**config.mk**
```make
export PLATFORM = sky130hd
export DESIGN_NAME = windowed_multicycle_datapath
export DESIGN_NICKNAME = d
export VERILOG_FILES = /design/src/rtl/windowed_multicycle_datapath.sv
export SDC_FILE = /design/constraint.sdc
export NUM_CORES = 1
export LEC_CHECK = 0
export BUFFER_PORTS_ARGS = -buffer_cell sky130_fd_sc_hd__buf_4
export CAP_MARGIN = 10
export CORE_AREA = 8 8 190 283
export CTS_CLUSTER_SIZE = 28
export DETAILED_ROUTE_END_ITERATION = 6
export DIE_AREA = 0 0 198 291
export PLACE_DENSITY = 0.51
export SLEW_MARGIN = 25
export SYNTH_ARGS = -nofsm -noshare
export SYNTH_HDL_FRONTEND = slang
export SYNTH_SLANG_ARGS = --single-unit
```
**constraint.sdc**
```tcl
create_clock -name clk -period 5.89 [get_ports clk]
set_clock_uncertainty 0.05 [all_clocks]
set_input_delay 0.589 -clock clk [delete_from_list [all_inputs] [get_ports clk]]
set_output_delay 0.589 -clock clk [all_outputs]
set_load 0.01 [all_outputs]
```
**src/rtl/windowed_multicycle_datapath.sv**
```systemverilog
// Multi-cycle FETCH/DECODE/EXECUTE/MEM/WB datapath for the 16-bit teaching CPU,
// with a windowed register file (global R0, banked R1-R3) and a stallable data port.
module windowed_multicycle_datapath #(
  parameter int WIDTH       = 16,
  parameter int PC_W        = 12,
  parameter int NUM_WINDOWS = 4,
  localparam int WW         = $clog2(NUM_WINDOWS)
) (
  input  logic             clk,
  input  logic             rst,
  output logic [PC_W-1:0]  imem_addr,
  output logic             imem_en,
  input  logic [15:0]      imem_rdata,
  output logic [WIDTH-1:0] dmem_addr,
  output logic             dmem_en,
  output logic             dmem_we,
  output logic [WIDTH-1:0] dmem_wdata,
  input  logic [WIDTH-1:0] dmem_rdata,
  input  logic             dmem_ready,
  output logic [PC_W-1:0]  pc,
  output logic [WW-1:0]    window,
  output logic             halted,
  output logic [31:0]      retired
);

  typedef enum logic [2:0] {
    S_FETCH, S_DECODE, S_EXEC, S_MEM, S_WB, S_HALT
  } state_t;

  typedef enum logic [3:0] {
    OP_ADD  = 4'd0, OP_SUB  = 4'd1, OP_AND = 4'd2, OP_OR  = 4'd3,
    OP_ADDI = 4'd4, OP_LOAD = 4'd5, OP_STORE = 4'd6, OP_BEQZ = 4'd7,
    OP_JMP  = 4'd8, OP_WIN  = 4'd9, OP_HALT = 4'd15
  } op_t;

  state_t           r_state, w_next;
  logic [15:0]      r_ir;
  logic [WIDTH-1:0] r_a, r_b, r_res;
  logic [PC_W-1:0]  r_pc;
  logic [WW-1:0]    r_win;
  logic             r_halted;
  logic [31:0]      r_retired;
  logic [WIDTH-1:0] r_r0;
  logic [WIDTH-1:0] r_bank [NUM_WINDOWS][1:3];

  op_t              w_op;
  logic [1:0]       w_rd;
  logic [WIDTH-1:0] w_sx, w_alu, w_rd_val, w_rs_val;
  logic [PC_W-1:0]  w_sx_pc, w_pc_inc, w_jmp;
  logic             w_retire;

  assign w_op = op_t'(r_ir[15:12]);
  assign w_rd = r_ir[11:10];

  always_comb begin
    w_sx     = {{(WIDTH-8){r_ir[7]}}, r_ir[7:0]};
    w_sx_pc  = {{(PC_W-8){r_ir[7]}}, r_ir[7:0]};
    w_pc_inc = r_pc + PC_W'(1);
    // JMP replaces only the low 12 bits; upper PC bits (if PC_W > 12) are kept.
    w_jmp       = r_pc;
    w_jmp[11:0] = r_ir[11:0];
    case (w_op)
      OP_ADD:  w_alu = r_a + r_b;
      OP_SUB:  w_alu = r_a - r_b;
      OP_AND:  w_alu = r_a & r_b;
      OP_OR:   w_alu = r_a | r_b;
      OP_ADDI: w_alu = r_a + w_sx;
      default: w_alu = r_b + w_sx;
    endcase
    w_rd_val = (imem_rdata[11:10] == 2'd0) ? r_r0 : r_bank[r_win][imem_rdata[11:10]];
    w_rs_val = (imem_rdata[9:8] == 2'd0)   ? r_r0 : r_bank[r_win][imem_rdata[9:8]];
  end

  always_comb begin
    w_next   = r_state;
    w_retire = 1'b0;
    case (r_state)
      S_FETCH:  w_next = S_DECODE;
      S_DECODE: w_next = S_EXEC;
      S_EXEC: begin
        case (w_op)
          OP_ADD, OP_SUB, OP_AND, OP_OR, OP_ADDI: w_next = S_WB;
          OP_LOAD, OP_STORE:                      w_next = S_MEM;
          OP_HALT:                                w_next = S_HALT;
          default: begin
            w_next   = S_FETCH;
            w_retire = 1'b1;
          end
        endcase
      end
      S_MEM: begin
        if (dmem_ready) begin
          if (w_op == OP_LOAD) begin
            w_next = S_WB;
          end else begin
            w_next   = S_FETCH;
            w_retire = 1'b1;
          end
        end
      end
      S_WB: begin
        w_next   = S_FETCH;
        w_retire = 1'b1;
      end
      default: w_next = S_HALT;
    endcase
  end

  always_ff @(posedge clk) begin
    if (rst) r_state <= S_FETCH;
    else     r_state <= w_next;
  end

  always_ff @(posedge clk) begin
    if (rst) begin
      r_ir      <= '0;
      r_a       <= '0;
      r_b       <= '0;
      r_res     <= '0;
      r_pc      <= '0;
      r_win     <= '0;
      r_halted  <= 1'b0;
      r_retired <= '0;
      r_r0      <= '0;
      r_bank    <= '{default: '0};
    end else begin
      if (w_retire && r_retired != '1) r_retired <= r_retired + 32'd1;
      case (r_state)
        S_DECODE: begin
          r_ir <= imem_rdata;
          r_a  <= w_rd_val;
          r_b  <= w_rs_val;
        end
        S_EXEC: begin
          case (w_op)
            OP_ADD, OP_SUB, OP_AND, OP_OR, OP_ADDI, OP_LOAD, OP_STORE: r_res <= w_alu;
            OP_BEQZ: r_pc <= (r_a == '0) ? w_pc_inc + w_sx_pc : w_pc_inc;
            OP_JMP:  r_pc <= w_jmp;
            OP_WIN: begin
              r_win <= r_ir[WW-1:0];
              r_pc  <= w_pc_inc;
            end
            OP_HALT: r_halted <= 1'b1;
            default: r_pc <= w_pc_inc;
          endcase
        end
        S_MEM: begin
          if (dmem_ready) begin
            if (w_op == OP_LOAD) r_res <= dmem_rdata;
            else                 r_pc  <= w_pc_inc;
          end
        end
        S_WB: begin
          if (w_rd == 2'd0) r_r0 <= r_res;
          else              r_bank[r_win][w_rd] <= r_res;
          r_pc <= w_pc_inc;
        end
        default: ;
      endcase
    end
  end

  assign imem_addr  = r_pc;
  assign imem_en    = (r_state == S_FETCH) && !rst;
  assign dmem_en    = (r_state == S_MEM);
  assign dmem_we    = dmem_en && (w_op == OP_STORE);
  assign dmem_addr  = r_res;
  assign dmem_wdata = r_a;
  assign pc         = r_pc;
  assign window     = r_win;
  assign halted     = r_halted;
  assign retired    = r_retired;

endmodule

```
# --- After elaboration in Yosys (flattened, before gate mapping) ---
# Cells that the tools add are included.
# Widths: inputs -> output; s select.
classes:
  muxes: 34
  eq_ne: 20
  addsub: 7
  reduce_logical: 24
  n_bitwise: 7
  n_lt_le_gt_ge: 6
ops:
  columns: ["operator", "n"]
  rows:
  - ["$bwmux 192", 1]
  - ["$mux 16", 10]
  - ["$mux 48", 3]
  - ["$bmux 48 s2", 1]
  - ["$demux 48 s2", 1]
  - ["$pmux 16 s5", 1]
  - ["$pmux 12 s3", 2]
  - ["$bmux 16 s2", 2]
  - ["$add 16x16->16", 3]
  - ["$mux 12", 3]
  - ["$add 32x1->32 const B", 1]
  - ["$demux 16 s2", 1]
  - ["$ne 32x32->1 const B", 1]
  - ["$pmux 16 s2", 1]
  - ["$and 16x16->16", 1]
  - ["$eq 4x3->1 const B", 4]
  - ["$logic_not 16->1", 1]
  - ["$or 16x16->16", 1]
  - ["$sub 16x16->16", 1]
  - ["$pmux 3 s5", 1]
  - ["$add 12x1->12 const B", 1]
  - ["$add 12x12->12", 1]
  - ["$eq 4x4->1 const B", 3]
  - ["$ge 3x3->1 const B", 4]
  - ["other kinds (27)", 49]
word_totals:
  reg_bits: 322
  out_inout_bits: 94
  word_cells: 120

# --- Depth between registers and ports, before layout ---
# Gate-level depths: netlist (run 1).
logic_depth:
  depth_word: 8
  depth_mapped: 16
  depth_no_buf: 16

# --- Least setup slack after synthesis (run 1) ---
# Ideal clock, no wire load.
synth_path:
  kind: "register to register"
  start: "register r_ir[14]"
  end: "register r_res[13] (netlist: dmem_addr[13])"
  slack_ns: 1.814
  arrival_time_ns: 3.893
  stages_incl_launch_ff: 17
  synth_period_minus_slack_ns: 4.076
  path_cell_list: "dfxtp_1 buf_2 nor4b_1 clkbuf_1 or2_2 clkbuf_1 nand2_1 a221o_2 ha_1 o21ai_0 o21ai_0 a2111oi_0 o41ai_1 a31oi_1 xnor2_1 a211oi_1 nor4_1"
synth_between:
  elab_chain_cells: 4
  word_cells_on_any_way: 14
  classes_between: "eq/ne (8); mux (3); reduce/logical (3)"
synth_lines:
  columns: ["item", "line", "source"]
  rows:
  - ["from (decl)", "37", "logic [15:0] r_ir;"]
  - ["from (signal assigned)", "130", "r_ir <= imem_rdata;"]
  - ["$eq 4x3->1, or another cell as far along", "62, 135", null]
  - ["$pmux 16 s5 / $reduce_or 7->1 (equally long branches)", "62, 135", null]
  - ["$mux 16 / $ne 2x1->1 (equally long branches)", null, null]
  - ["$pmux 16 s2 / $reduce_and 4->1 (equally long branches)", null, null]
  - ["to (signal assigned)", "136", "OP_ADD, OP_SUB, OP_AND, OP_OR, OP_ADDI, OP_LOAD, OP_STORE: r_res <= w_alu;"]
  - ["to (signal assigned)", "149", "if (w_op == OP_LOAD) r_res <= dmem_rdata;"]
  - ["to (decl)", "38", "logic [WIDTH-1:0] r_a, r_b, r_res;"]
# Parallel ways exist; a longest one is shown, timed or not. The select of a mux whose other input is x is not followed.
# A chain may end at the register's enable or synchronous reset.

# --- Final worst setup path (run 1) ---
layout_path:
  start: "register r_ir[12]"
  end: "register r_res[13] (netlist: dmem_addr[13])"
# The elaborated chain is that of the path after synthesis.

==> results of run 1 <==
layout make-up:
| class | count | area (um^2) | share of cell area [%] |
|---|---|---|---|
| multi-input combinational | 1622 | 10000 | 51.2 |
| sequential | 322 | 6450 | 32.9 |
| timing repair buffer | 156 | 1190 | 6.08 |
| clock buffer | 47 | 915 | 4.67 |
| tap | 669 | 837 | 4.27 |
| inverter | 23 | 86.3 | 0.440 |
| clock inverter | 8 | 83.8 | 0.428 |
| antenna | 2 | 5.00 | 0.0255 |
power groups by stage:
stage / clock network [mW] / registers, mW / logic, mW
2_1_floorplan: 0 / 2.28 / 0.298
3_3_place_gp: 0 / 2.31 / 0.421
3_5_place_dp: 0 / 2.31 / 0.425
4_1_cts: 2.04 / 2.26 / 0.427
5_1_grt: 2.13 / 2.27 / 0.464
6_report: 1.99 / 2.26 / 0.423
routing by layer:
metal	part of all wire, %	wire length, um
met3	4.7	2690
met2	52	29800
met1	40	23100
met5	0.018	10
met4	2.6	1480
state kept, by name, summed over array words and instances, names as in the netlist:
register	cells
dmem_wdata	16
r_r0	16
retired	32
r_bank	192
r_b	16
window	2
halted	1
dmem_addr	16
r_state	3
r_ir	16
imem_addr	12
worst min-delay path by stage:
stage	end	depth (start not counted)	startpoint
detailed placement	halted$_SDFFE_PP0P_	2	halted$_SDFFE_PP0P_
floorplan	r_bank[132]$_SDFFE_PP0P_	2	r_bank[132]$_SDFFE_PP0P_
finish	r_ir[7]$_SDFFE_PP0P_	3	imem_rdata[7]
global placement	r_bank[107]$_SDFFE_PP0P_	2	r_bank[107]$_SDFFE_PP0P_
CTS	r_ir[4]$_SDFFE_PP0P_	3	imem_rdata[4]
global route	r_ir[7]$_SDFFE_PP0P_	3	imem_rdata[7]
cell families (layout without fill, tap and decap cells):
kind of cell,Yosys count,count (layout)
and+or+nand+nor,911,911
AOI/OAI and AO/OA,509,509
DFF,322,322
buffers and inverters,185,234
muxes,84,84
xor gates and xnor gates,66,66
adders and majority gates,52,52
other,0,2
cells in the final DEF, fill, tap and decap left out, types with 12 or more instances in the layout:
cell type / netlist / routed
xnor2_1: 22 / 22
nand4_1: 14 / 14
or3_1: 15 / 15
nor2b_1: 12 / 12
inv_1: 23 / 23
nand2_1: 592 / 592
mux4_2: 80 / 80
ha_1: 47 / 47
a21o_1: 19 / 19
xor2_1: 44 / 44
nor2_1: 110 / 106
buf_4: 12 / 154
nor3_1: 45 / 40
and3_1: 16 / 16
o21ai_0: 60 / 60
dfxtp_1: 322 / 320
nand3_1: 40 / 40
clkbuf_16: 0 / 30
a221oi_1: 17 / 17
nor4_1: 16 / 16
a21oi_1: 311 / 311
per-stage QoR:
step | cell area, um^2 | hold WS (ns)
6_report | 19600 | 0.211
5_1_grt | 19600 | 0.197
3_5_place_dp | 18600 | 0.392
3_3_place_gp | 18600 | 0.389
4_1_cts | 19600 | 0.190
2_1_floorplan | 17200 | 0.383
worst reg2reg max path, cell delays in order (launching register included):
cell and delay (ns):
dfxtp_1 0.79, nor4b_2 0.32, buf_4 0.19, or2_2 0.20, nand2_1 0.07, a221o_2 0.33, ha_1 0.33, o21ai_0 0.28
o21ai_0 0.19, a2111oi_0 0.67, o41ai_1 0.28, a31oi_1 0.29, xnor2_1 0.10, a211oi_1 0.24, nor4_1 0.07
==> flow_summary.ini, run 1 <==
[critical_path]
startpoint = r_ir[12]$_SDFFE_PP0P_
r2r_end = dmem_addr[13]$_SDFFE_PP0P_
crit_end = dmem_addr[13]$_SDFFE_PP0P_
worstRegToRegCells = 14
cp-end-kind = flip-flop
critPathBufInv = 1
cp_max_fo = 20
path_cells = nor4b_2 -> buf_4 -> or2_2 -> nand2_1 -> a221o_2 -> ha_1 -> o21ai_0 -> o21ai_0 -> a2111oi_0 -> o41ai_1 -> a31oi_1 -> xnor2_1 -> a211oi_1 -> nor4_1
crit_top_cell = o21ai_0
slowest_stage = dfxtp_1
r2r-start = r_ir[12]$_SDFFE_PP0P_
crit_cells = 14
reg2reg_setup_slack_ns = 1.36
cpPeakStageDelay_ns = 0.79
start_kind = flip-flop
arrival_ns = 4.91
worstPathRequired_ns = 6.28
critPathKind = reg2reg
path_delay_family = compound AO/OA/AOI/OAI gates

[clocking]
cts_setup_buffers = 0
numCtsBuffers = 30
cts_root_buffer = clkbuf_16
cts_tree = done
hold_buffers = 0
clock_latency_ns = 0.59
post_cts_resized = 0
clk_pin_slew_worst_paths_ns = 0.07
clock_sinks = 322
clockBufferDepth = 3
htreeDepth = 1

[run_status]
violations = design-rule violations
status = complete, but fails checks

[die]
coreArea_um2 = 49900
initial_core_util_pct = 34.4
die_area_um2 = 57600
pin_count = 129
die_w_um = 198
die_h_um = 291
num_rows = 101

[pwr]
vdd_drop_max_uv = 233
combPwrFrac_pct = 9.0
cellPowerDensity_nw_per_um2 = 239
p_int_mw = 3.45
power_frac_clock_pct = 42.6
p_leak_nw = 6.93
seqPwrFrac_pct = 48.4
switchingPower_mw = 1.22
power.total_mw = 4.68
power_switching_share_pct = 26.2

[drt]
drcViolationCount = 23
drtIter0Drc = 1287
vias = 15600
dr.pass1.iters = 7
wl_um = 57000
antenna_left = 0
vias_per_cell = 5.47
wl_per_cell_um = 20.0

[place]
pre_cts_slack_ns = 1.41
place.gp.congestion = 0.852
dpl.cell_count = 2792
dp_hpwl_um = 40100
numPortBuffers = 128

[logic_synthesis]
yosys_most_used_dff = dfxtp_1
yosysMostFrequentCell = nand2_1
syn_nets = 2214
synth-simple-area-share_pct = 22.8
ys_top_cells_by_area = dfxtp_1 (38%), nand2_1 (13%), mux4_2 (10%), a21oi_1 (9.1%), ha_1 (3.4%)
synth_fa_ha_area_share_pct = 3.89
synth_top_area_share_pct = 37.5
yosysWarnings = 0
synthXorXnorAreaFrac_pct = 3.36
synth_compound_area_share_pct = 17.3
synth-async-reset-ratio_pct = 0
synth_top_cell_by_area = dfxtp_1
avgSynthCellArea_um2 = 8.07
synthCells = 2129
ys_ff_latch = 322
synthMuxAreaShare_pct = 10.7
syn-cell-area_um2 = 17200
synth_commonest_cells = nand2_1 (592), dfxtp_1 (322), a21oi_1 (311)
synth_top_family_by_area = simple AND/OR/NAND/NOR gates
synth_edf_count = 0
ys_types = 73
ys_seq_area_share_pct = 37.5

[timing]
slew_headroom_pct = 31.6
setup-violations-final = 0
period_share_pct = 76.8
tightestPinTransition_ns = 1.02
maxSlewViolCount = 0
layout_setup_ws_ns = 1.36
rsz0062_at_grt = no
finalSetupTns_ns = 0
hold_violations = 0
min_period_ns = 4.53
max_freq_mhz = 221

[grt]
top_usage_layer = met2
overflow = 0
antenna_found_initial = 3
grt_pass1_vias = 14900
grt_first_pass_wirelength_um = 88300
grt_use_met1_pct = 22.8
grt_use_met3_pct = 2.61
met2_usage_pct = 35.0
grt_max_degree = 188
groute.usage.overall_pct = 19.2

[cells_and_area]
layout-drive-gt1-share_pct = 14.5
final_cells = 2849
num-nets-final = 2240
post-route-util_pct = 39.3
nFillCells = 5069
area_growth_pct = 14.1

[flow_run]
maxCapViolations = 0

[min_path]
hp-class = in2reg
Power figures use the tool's default switching activity.
==> inputs of run 2 (changes only) <==
==> constraint.sdc (replaced) <==
create_clock -name clk -period 4.2 [get_ports clk]
set_clock_uncertainty 0.05 [all_clocks]
set_input_delay 0.42 -clock clk [delete_from_list [all_inputs] [get_ports clk]]
set_output_delay 0.42 -clock clk [all_outputs]
set_load 0.01 [all_outputs]
==> run 2 against run 1 <==
Effect of this change:
- the run now ends clean
- maximum frequency increased by 13%
- die area unchanged
- hold slack got worse by 0.18 ns
- via count increased by 0.72%
- sequential power increased by 40%
- utilization increased by 0.48 points
- sequential share of layout area decreased by 0.40 points
- clock power increased by 46%
- critical path type unchanged
==> flow_summary.ini, run 2 (same netlist as run 1, synthesis figures left out) <==
[timing]
max_freq_mhz = 250
slew_headroom_pct = 35.0
finalSetupTns_ns = 0
setup-violations-final = 0
tightestPinTransition_ns = 0.973
period_share_pct = 95.3
min_period_ns = 4.00
maxSlewViolCount = 0
hold_violations = 0

[place]
dp_hpwl_um = 41300
place.gp.congestion = 0.862
numPortBuffers = 128
placed_cell_area_um2 = 18800

[die]
die_area_um2 = 57600
die_w_um = 198
die_h_um = 291
num_rows = 101
initial_core_util_pct = 34.4
coreArea_um2 = 49900
pin_count = 129

[cells_and_area]
regMostFlops = r_bank
area_growth_pct = 15.5
nFillCells = 5048
largest_register_ffs = 192
seq_area_um2 = 6450
layout-drive-gt1-share_pct = 15.6
post-route-util_pct = 39.8
final_cell_mix = nand2_1 (592), dfxtp_1 (320), a21oi_1 (311)
layout_commonest_cell = nand2_1
stdcell_area_um2 = 19800
num-nets-final = 2264
multi_input_area_um2 = 10100

[grt]
grt_max_degree = 144
grt_first_pass_wirelength_um = 89800
grt_pass1_vias = 15500
groute.usage.overall_pct = 19.6
overflow = 0
antenna_found_initial = 3

[pwr]
cellPowerDensity_nw_per_um2 = 337
p_leak_nw = 7.08
vdd_drop_max_uv = 284

[clocking]
htreeDepth = 1
cts_tree = done
numCtsBuffers = 31
clock_latency_ns = 0.59
clockBufferDepth = 3
hold_buffers = 0
cts_root_buffer = clkbuf_16
clk_pin_slew_worst_paths_ns = 0.07
clock_sinks = 322

[drt]
drtIter0Drc = 1173
wl_per_cell_um = 20.1
wl_um = 57600
dr.pass1.iters = 7
vias = 15700
antenna_left = 0
drcViolationCount = 0
vias_per_cell = 5.47

[flow_run]
maxCapViolations = 0

[critical_path]
r2r-start = r_b[0]$_SDFFE_PP0P_
worstPathRequired_ns = 4.60
cp_max_fo = 4
arrival_ns = 4.40
critPathKind = reg2reg
startpoint = r_b[0]$_SDFFE_PP0P_
cp-end-kind = flip-flop
start_kind = flip-flop

[run_status]
status = finished clean

[min_path]
hp-class = in2reg
holdCritStartpoint = imem_rdata[4]
run 2: cell types whose count changed in the layout (fill, tap and decap cells not counted), sizes merged:
| cell | change |
|---|---|
| bufinv | +2 |
| clkinvlp | +1 |
| clkbuf | -4 |
| buf | +23 |
run 2: critical path: stages, from the launching register on:
cell      delay, ns
dfxtp_1        0.31
inv_1          0.08
ha_1           0.18
or3b_4         0.40
or3_4          0.34
or3_4          0.34
or3_4          0.36
a221o_2        0.36
ha_1           0.32
nand2_1        0.07
o41ai_2        0.29
buf_4          0.19
a31oi_2        0.11
xnor2_1        0.16
a211oi_2       0.23
nor4_1         0.07
run 2: final timing paths:
kind                                                   end  slack (ns)  cells past startpoint
worst max-delay path            dmem_addr[13]$_SDFFE_PP0P_        0.20                     15
worst min-delay path                  r_ir[4]$_SDFFE_PP0P_        0.03                      3
worst max register to register  dmem_addr[13]$_SDFFE_PP0P_        0.20                     15
worst min register to register      r_bank[2]$_SDFFE_PP0P_        0.40                      2
run 2: stage by stage:
| step | setup WS [ns] | hold slack, ns | cells | total power, mW |
|---|---|---|---|---|
| after CTS | 0.0481 | 0.00728 | 2868 | 6.76 |
| after floorplan | 0.124 | 0.383 | 2129 | 3.61 |
| after global routing | -0.0178 | 0.0324 | 2869 | 6.93 |
| final | 0.197 | 0.0346 | 2871 | 6.69 |
| after global placement | 0.0663 | 0.388 | 2814 | 3.85 |
| after detailed placement | 0.0649 | 0.392 | 2814 | 3.85 |
run 2: metal layers:
| metal | routed length [um] | up-vias | global-route usage (%) |
|---|---|---|---|
| li1 | - | 7582 | - |
| met1 | 23100 | 7667 | 22.6 |
| met2 | 30200 | 355 | 36.2 |
| met3 | 2460 | 96 | 2.45 |
| met4 | 1900 | 2 | 6.94 |
| met5 | 10 | - | 0 |
run 2: what timing repair did:
action                     CTS  global route
buffers inserted             0             1
setup endpoints to repair    0             4
gates resized for setup      0             6
run 2: power breakdown:
part           total (mW)  leakage [nW]  internal, mW  switching [mW]
clock                2.90         0.509          1.65            1.25
combinational       0.612          3.97         0.215           0.398
sequential           3.17          2.60          3.08          0.0874
total                6.69          7.08          4.95            1.73
run 2: cell type report:
type                       count  area share (%)
sequential                   322            32.5
clock buffer                  43            4.49
timing repair buffer         179            6.94
multi-input combinational   1622            50.7
clock inverter                11           0.706
inverter                      23           0.435
tap                          669            4.22
antenna                        2          0.0252
